File: config.mk
export PLATFORM = sky130hd
export DESIGN_NAME = frame_ram_arbiter
export DESIGN_NICKNAME = d
export VERILOG_FILES = /design/src/rtl/frame_ram_arbiter.sv
export SDC_FILE = /design/constraint.sdc
export NUM_CORES = 1
export LEC_CHECK = 0
export CELL_PAD_IN_SITES_DETAIL_PLACEMENT = 0
export CELL_PAD_IN_SITES_GLOBAL_PLACEMENT = 1
export CORE_ASPECT_RATIO = 0.6
export CORE_MARGIN = 5
export CORE_UTILIZATION = 27
export CTS_BUF_LIST = sky130_fd_sc_hd__clkbuf_2
export DETAILED_ROUTE_END_ITERATION = 12
export PLACE_DENSITY_LB_ADDON = 0.12
export SYNTH_ARGS = -nofsm -noshare
export SYNTH_HDL_FRONTEND = slang
export SYNTH_SLANG_ARGS = --single-unit
File: constraint.sdc
create_clock -name clk -period 3.48 [get_ports clk]
set_input_delay 1.044 -clock clk [delete_from_list [all_inputs] [get_ports clk]]
set_output_delay 1.044 -clock clk [all_outputs]
set_load 0.02 [all_outputs]
File: src/rtl/frame_ram_arbiter.sv
`default_nettype none
// ============================================================================
// Module      : frame_ram_arbiter
// Description : Lock-on-grant round-robin arbiter sharing the single-port frame
//               RAM between ACQ, PRC and RDO, with optional hold limit and
//               tagged read returns.
// Revision    : 1.0 - initial release
// ============================================================================
module frame_ram_arbiter #(
    parameter int NB_ADC   = 12,
    parameter int NB_ADDR  = 10,
    parameter int MAX_HOLD = 0
) (
    input  logic               clk,
    input  logic               rst,
    input  logic               i_acq_req,
    input  logic               i_prc_req,
    input  logic               i_rdo_req,
    input  logic               i_acq_en,
    input  logic               i_prc_en,
    input  logic               i_rdo_en,
    input  logic               i_acq_we,
    input  logic               i_prc_we,
    input  logic               i_rdo_we,
    input  logic [NB_ADDR-1:0] i_acq_addr,
    input  logic [NB_ADDR-1:0] i_prc_addr,
    input  logic [NB_ADDR-1:0] i_rdo_addr,
    input  logic [NB_ADC-1:0]  i_acq_wdata,
    input  logic [NB_ADC-1:0]  i_prc_wdata,
    input  logic [NB_ADC-1:0]  i_rdo_wdata,
    output logic               o_acq_gnt,
    output logic               o_prc_gnt,
    output logic               o_rdo_gnt,
    output logic               o_acq_rvalid,
    output logic               o_prc_rvalid,
    output logic               o_rdo_rvalid,
    output logic [NB_ADC-1:0]  o_rdata,
    output logic               o_ram_en,
    output logic               o_ram_we,
    output logic [NB_ADDR-1:0] o_ram_addr,
    output logic [NB_ADC-1:0]  o_ram_wdata,
    input  logic [NB_ADC-1:0]  i_ram_rdata,
    output logic [1:0]         o_owner,
    output logic               o_busy
);

    localparam int HOLD_W = (MAX_HOLD < 2) ? 1 : $clog2(MAX_HOLD + 1);
    localparam logic [HOLD_W-1:0] C_HOLD_MAX = HOLD_W'(MAX_HOLD);

    // State encoding doubles as the o_owner code.
    typedef enum logic [1:0] {
        IDLE    = 2'd0,
        OWN_ACQ = 2'd1,
        OWN_PRC = 2'd2,
        OWN_RDO = 2'd3
    } state_t;

    state_t              state_q, state_d;
    logic [2:0]          gnt_q, gnt_d;
    logic                busy_q, busy_d;
    logic [1:0]          rr_ptr_q, rr_ptr_d;
    logic [HOLD_W-1:0]   hold_q, hold_d;
    logic [2:0]          rvalid_q, rvalid_d;
    logic [NB_ADDR-1:0]  addr_q, addr_d;
    logic [NB_ADC-1:0]   wdata_q, wdata_d;

    logic [3:0]          req_vec;
    logic                own_gnt, own_req, own_en, own_we;
    logic [NB_ADDR-1:0]  own_addr;
    logic [NB_ADC-1:0]   own_wdata;
    logic [1:0]          own_idx;
    logic                ram_en;
    logic                win_valid;
    logic [1:0]          win_idx;
    int                  cand;
    logic [HOLD_W-1:0]   hold_inc;
    logic                others_req;
    logic                hold_fire;

    assign req_vec = {1'b0, i_rdo_req, i_prc_req, i_acq_req};

    always_comb begin
        own_gnt   = 1'b0;
        own_req   = 1'b0;
        own_en    = 1'b0;
        own_we    = 1'b0;
        own_addr  = i_acq_addr;
        own_wdata = i_acq_wdata;
        own_idx   = 2'd0;
        case (state_q)
            OWN_ACQ: begin
                own_gnt = gnt_q[0]; own_req = i_acq_req; own_en = i_acq_en;
                own_we  = i_acq_we; own_addr = i_acq_addr; own_wdata = i_acq_wdata;
                own_idx = 2'd0;
            end
            OWN_PRC: begin
                own_gnt = gnt_q[1]; own_req = i_prc_req; own_en = i_prc_en;
                own_we  = i_prc_we; own_addr = i_prc_addr; own_wdata = i_prc_wdata;
                own_idx = 2'd1;
            end
            OWN_RDO: begin
                own_gnt = gnt_q[2]; own_req = i_rdo_req; own_en = i_rdo_en;
                own_we  = i_rdo_we; own_addr = i_rdo_addr; own_wdata = i_rdo_wdata;
                own_idx = 2'd2;
            end
            default: ;
        endcase
    end

    // En is honoured only while the owner still holds its request.
    assign ram_en      = own_gnt & own_req & own_en;
    assign o_ram_en    = ram_en;
    assign o_ram_we    = ram_en & own_we;
    assign o_ram_addr  = ram_en ? own_addr  : addr_q;
    assign o_ram_wdata = ram_en ? own_wdata : wdata_q;
    assign addr_d      = o_ram_addr;
    assign wdata_d     = o_ram_wdata;
    assign rvalid_d    = (ram_en && !own_we) ? gnt_q : 3'b000;

    // Round-robin search starting at rr_ptr_q, the highest-priority master.
    always_comb begin
        win_valid = 1'b0;
        win_idx   = 2'd0;
        cand      = 0;
        for (int k = 0; k < 3; k++) begin
            cand = (int'(rr_ptr_q) + k) % 3;
            if (!win_valid && req_vec[cand[1:0]]) begin
                win_valid = 1'b1;
                win_idx   = cand[1:0];
            end
        end
    end

    // Counter saturates so a long uncontested hold cannot wrap past the limit.
    assign hold_inc   = (hold_q == C_HOLD_MAX) ? hold_q : HOLD_W'(hold_q + 1'b1);
    assign others_req = |(req_vec[2:0] & ~(3'b001 << own_idx));
    assign hold_fire  = (MAX_HOLD > 0) && (hold_inc == C_HOLD_MAX) && others_req;

    always_comb begin
        state_d  = state_q;
        gnt_d    = gnt_q;
        rr_ptr_d = rr_ptr_q;
        hold_d   = hold_q;
        if (state_q == IDLE) begin
            hold_d = '0;
            if (win_valid) begin
                state_d = state_t'(win_idx + 2'd1);
                gnt_d   = 3'b001 << win_idx;
            end
        end else begin
            hold_d = hold_inc;
            if (!own_req || hold_fire) begin
                state_d  = IDLE;
                gnt_d    = 3'b000;
                hold_d   = '0;
                rr_ptr_d = (own_idx == 2'd2) ? 2'd0 : own_idx + 2'd1;
            end
        end
        busy_d = |gnt_d;
    end

    always_ff @(posedge clk or negedge rst) begin
        if (!rst) begin
            state_q  <= IDLE;
            gnt_q    <= 3'b000;
            busy_q   <= 1'b0;
            rr_ptr_q <= 2'd0;
            hold_q   <= '0;
            rvalid_q <= 3'b000;
            addr_q   <= '0;
            wdata_q  <= '0;
        end else begin
            state_q  <= state_d;
            gnt_q    <= gnt_d;
            busy_q   <= busy_d;
            rr_ptr_q <= rr_ptr_d;
            hold_q   <= hold_d;
            rvalid_q <= rvalid_d;
            addr_q   <= addr_d;
            wdata_q  <= wdata_d;
        end
    end

    assign o_acq_gnt    = gnt_q[0];
    assign o_prc_gnt    = gnt_q[1];
    assign o_rdo_gnt    = gnt_q[2];
    assign o_acq_rvalid = rvalid_q[0];
    assign o_prc_rvalid = rvalid_q[1];
    assign o_rdo_rvalid = rvalid_q[2];
    assign o_rdata      = i_ram_rdata;
    assign o_owner      = state_q;
    assign o_busy       = busy_q;

endmodule
`default_nettype wire

# --- After elaboration in Yosys (flattened, before gate mapping) ---
# Cells that the tools add are included.
word_totals:
  register_bits: 33
  output_inout_bits: 45
  input_bits: 89
  word_cells: 68
op_classes:
  div_mod_pow: 3
  n_mux: 29
  shift: 1
  n_eq_ne: 6
  n_reduce_logical: 10
  order_cmp: 3
  bitwise: 5
  n_addsub: 4
ops:
  columns: ["op", "count"]
  rows:
  - ["modulo 32 x 3 -> 32 bit, second input constant", 2]
  - ["modulo 3 x 3 -> 32 bit, second input constant", 1]
  - ["one-hot mux 12 bit (2 select lines)", 1]
  - ["one-hot mux 10 bit (2 select lines)", 1]
  - ["2-to-1 mux 2 bit", 7]
  - ["2-to-1 mux 12 bit", 1]
  - ["2-to-1 mux 3 bit", 4]
  - ["one-hot mux 1 bit (3 select lines)", 4]
  - ["2-to-1 mux 10 bit", 1]
  - ["< comparator 2 x 3 -> 1 bit, second input constant", 3]
  - ["binary-select mux 1 bit (select 2 bit)", 3]
  - ["equality test 2 bit, second input constant", 3]
  - ["2-to-1 mux 1 bit", 6]
  - ["adder 2 x 1 -> 2 bit, second input constant", 2]
  - ["one-hot mux 2 bit (2 select lines)", 1]
  - ["AND reduction 2 bit", 2]
  - ["adder 2 x 1 -> 3 bit, second input constant", 1]
  - ["adder 2 x 2 -> 3 bit, second input constant", 1]
  - ["AND 1 bit", 3]
  - ["logical AND 1 bit", 3]
  - ["logical NOT 1 bit", 3]
  - ["OR reduction 3 bit", 1]
  - ["left shift 1 x 2 -> 3 bit, first input constant", 1]
  - ["equality test 2 x 1 -> 1 bit, second input constant", 1]
  - ["other kinds (4)", 5]

# --- Depth between registers and ports, before layout ---
depth:
  ltp_word: 14
  ltp_mapped: 11
  mapped_depth_nobuf: 11

# --- Least setup slack after synthesis ---
# Ideal clock, no wire load.
synth_path:
  path_type: "input -> output"
  start: "input i_prc_req"
  end: "output o_ram_wdata[10]"
  path_slack_ps: 27
  t_required_ps: 2436
  arrival_time_ps: 2409
  cell_stages: 7
  path_buffers: 3
  cell_sequence: "buf_6 -> mux2_2 -> a22oi_2 -> a21o_1 -> buf_4 -> buf_6 -> o21ai_0"
synth_via:
  elab_chain_cells: 4
synth_lines:
  columns: ["element", "line_no", "rtl"]
  rows:
  - ["from (decl)", "17", "input logic i_prc_req,"]
  - ["one-hot mux 1 bit (3 select lines)", "90", "case (state_q)"]
  - ["AND 1 bit (2 in a row)", "111", "assign ram_en = own_gnt & own_req & own_en;"]
  - ["2-to-1 mux 12 bit", "115", "assign o_ram_wdata = ram_en ? own_wdata : wdata_q;"]
  - ["to (decl)", "41", "output logic [NB_ADC-1:0] o_ram_wdata,"]
# Every way passes these cells.

# --- Final worst setup path ---
layout_path:
  start: "input i_prc_req"
  end: "output o_ram_wdata[5]"
# The elaborated chain is that of the path after synthesis.

==> results.tsv <==
metric	value	unit
floorplan die area	10000	µm²
required time of the worst setup path	2440	ps
final RePlAce weighted congestion	0.848	
number of nets with antenna violations after detailed routing	0	
post-route cell area	4050	µm²
PnR worst setup slack	47.3	ps
sw power	1.36	mW
minimum clock period	3430	ps
sequential share of power	20.1	%
count of distinct cell types in the synthesized netlist	43	
first-pass GRT wire length	13100	µm
vias per inst	4.52	
CP Class	in -> out	
result of the run	finished clean	
CP arrival	2390	ps
CTS tree	done	
violation count after the first detailed-routing iteration	113	
Synth Cell Area	2180	µm²
highest ir drop seen on vdd	0.372	mV
sequential cell area	827	µm²
global-route usage over all layers	16.8	%
commonest cells after routing, fill and taps aside	78 x sky130_fd_sc_hd__clkdlybuf4s50_1, 54 x sky130_fd_sc_hd__buf_4, 43 x sky130_fd_sc_hd__nand2_1	
y dimension of the die	79.6	µm
latest clock arrival within the worst-skew pair	440	ps
most frequent standard cell in the layout excluding fill and tap cells	sky130_fd_sc_hd__clkdlybuf4s50_1	
standard-cell rows	25	
slowest stage cell, crit path	sky130_fd_sc_hd__mux2_4	
final hold violation count	0	
overflow left after global routing	0	
number of enable-type register cells in the synthesized netlist	0	
pin slew with the least headroom to its limit	809	ps
clock-pin slew on the worst setup and hold paths	200	ps
sequential cell area fraction in the yosys report	37.9	%
number of filler instances in the final layout	766	
CP dominant cell by count	sky130_fd_sc_hd__buf_12	
via count	2280	
Max Clk Rate	291	MHz
# DRC	0	
Starting Density	27.7	%
I/O Pins	134	
gate count after technology mapping	249	
Placement Setup Slack	-848	ps
switching share of power	43.0	%
wire length per cell after detailed routing	16.0	µm
Clock Root Buffer	sky130_fd_sc_hd__clkbuf_2	
post-synthesis register bit count	33	
critical path buffer and inverter count	4	
final worst path period share	98.6	%
final total negative setup slack	0	ps
Lkg Pwr	1.82	nW
maximum net fanout on the critical path	12	
fin. max-slew vios	0	
kind of cell with the highest combined delay on the critical path	buffers and inverters	
top flip-flop cell by instance count after synthesis	sky130_fd_sc_hd__dfrtp_1	
CTS sink cnt	33	
share of post-route cells with drive strength above 1	33.8	%
area overhead of the layout relative to synthesis	85.7	%
number of search-and-repair iterations in the first detailed-routing pass	4	
TritonCTS Buffers	5	
count of warnings emitted by yosys	0	
multi-input combinational cell area	1360	µm²
setup repair after global routing missed its margin	yes	
Placeable Area	7880	µm²
Comb power frac	70.8	%
Net Count, Synth	344	
number of buffers added on ports	109	
tightest slew margin relative to the limit	46.1	%
Async S/R FF share, synth	100	%
nature of the critical path endpoint	primary output	
die extent in x	126	µm
CP peak stage delay	270	ps
setup skew after layout	31.3	ps
post-route total power	3.15	mW
power per unit of standard cell area	778	nW/µm²
total wire length after detailed routing	8070	µm
Cell Int Power	1.80	mW
H-Tree Depth	2	
pin count of the biggest net entering global routing	53	
series of cell instances along the critical path	buf_2, mux2_4, a22oi_2, a21o_4, buf_12, buf_12, nand2_1, o21ai_4, buf_6	
Max-Cap Viols	0	
worst-case clock buffer depth	2	
initial antenna violation count	0	
antenna cell count	0	
instance area at placement	3400	µm²
Startpoint Class	input port	
detailed-placement wirelength estimate	5150	µm
Clk pwr share	9.1	%
synthesized area divided by synthesized cell count	8.76	µm²
final-report setup violation count	0	
worst hold path type	reg -> reg	
Total Nets Final	490	
number of global-route vias before repair	2457	
metrics by stage:
stage	hold slack, ps	cells	util, %
floorplan	519	249	-
global placement	473	460	43.1
detailed placement	481	460	43.1
CTS	506	505	51.6
global route	528	504	51.4
finish	497	504	51.4
routing by layer:
| metal | share of wire (%) | wire length [µm] | vias to the layer above | track usage (%) |
|---|---|---|---|---|
| met2 | 43 | 3450 | 92 | 24.4 |
| met3 | 8.5 | 684 | 5 | 5.68 |
| met1 | 48 | 3900 | 1042 | 24.1 |
| met5 | 0 | 0 | - | 0 |
| li1 | - | - | 1141 | - |
| met4 | 0.45 | 36 | 0 | 3.21 |
area by class of cell:
cell class / count / area share, %
Clock buffer: 5 / 0.618
Tap cell: 108 / 3.34
Sequential cell: 33 / 20.4
Multi-Input combinational cell: 181 / 33.6
Clock inverter: 3 / 1.14
Timing Repair Buffer: 165 / 40.0
Inverter: 9 / 0.834
cell usage after synthesis, types with 2 or more instances:
master / number / area, µm²
sky130_fd_sc_hd__a21o_1: 3 / 22.5
sky130_fd_sc_hd__a22o_1: 2 / 17.5
sky130_fd_sc_hd__and2_1: 3 / 18.8
sky130_fd_sc_hd__buf_2: 3 / 15.0
sky130_fd_sc_hd__buf_4: 13 / 97.6
sky130_fd_sc_hd__buf_6: 4 / 45.0
sky130_fd_sc_hd__clkbuf_1: 5 / 18.8
sky130_fd_sc_hd__dfrtp_1: 33 / 826
sky130_fd_sc_hd__ha_1: 6 / 75.1
sky130_fd_sc_hd__inv_1: 9 / 33.8
sky130_fd_sc_hd__mux2_2: 3 / 33.8
sky130_fd_sc_hd__mux2i_1: 25 / 250
sky130_fd_sc_hd__nand2_1: 51 / 191
sky130_fd_sc_hd__nand3_1: 3 / 15.0
sky130_fd_sc_hd__nor2_1: 4 / 15.0
sky130_fd_sc_hd__nor2b_1: 4 / 25.0
sky130_fd_sc_hd__o21a_1: 2 / 15.0
sky130_fd_sc_hd__o21ai_0: 50 / 250
sky130_fd_sc_hd__o22ai_1: 2 / 12.5
worst register-to-register path: cells and delay by family (launching register included):
kind | cells | cell delay, ps
simple gates | 2 | 290
buf+inv | 16 | 2030
compound gates | 3 | 380
flops | 1 | 510
cell families (layout without fill, tap and decap cells):
logic type	after synthesis	count (layout)	synth area share, %
and+or+nand+nor	77	77	16.2
AOI/OAI and AO/OA	69	69	18.9
buffers and inverters	35	182	9.87
DFF	33	33	37.9
muxes	29	29	13.7
adders and majority gates	6	6	3.44
power groups by stage:
stage / combinational (mW) / clock, mW / sequential, mW
4_1_cts: 2.21 / 0.298 / 0.633
2_1_floorplan: 0.963 / 0 / 0.651
5_1_grt: 2.43 / 0.316 / 0.652
3_5_place_dp: 1.72 / 0 / 0.626
3_3_place_gp: 1.72 / 0 / 0.623
6_report: 2.23 / 0.286 / 0.633
worst paths after layout:
kind                            start             end  slack [ps]  cells after the start
min                         addr_q[7]       addr_q[7]         500                      2
min reg2reg                 addr_q[7]       addr_q[7]         500                      2
max                         i_prc_req  o_ram_wdata[5]          50                      9
max reg2reg                o_owner[0]      wdata_q[1]         190                     21
max in group asynchronous         rst      o_owner[0]        2290                      1
min in group asynchronous         rst     rr_ptr_q[1]         660                      1
flip-flops by register name, indices dropped and copies added, names as in the netlist:
signal,count
addr_q,10
gnt_q,3
o_busy,1
o_owner,2
rr_ptr_q,2
rvalid_q,3
wdata_q,12
repair_timing:
item | in CTS | in global routing
gates cloned | 4 | 0
resized for setup | 238 | 3
hold endpoints to repair | 0 | 0
setup endpoints to repair | 24 | 14
pin swaps | 15 | 0
hold buffers | 0 | 0
buffers inserted | 34 | 0
(Power assumes the default switching activity.)
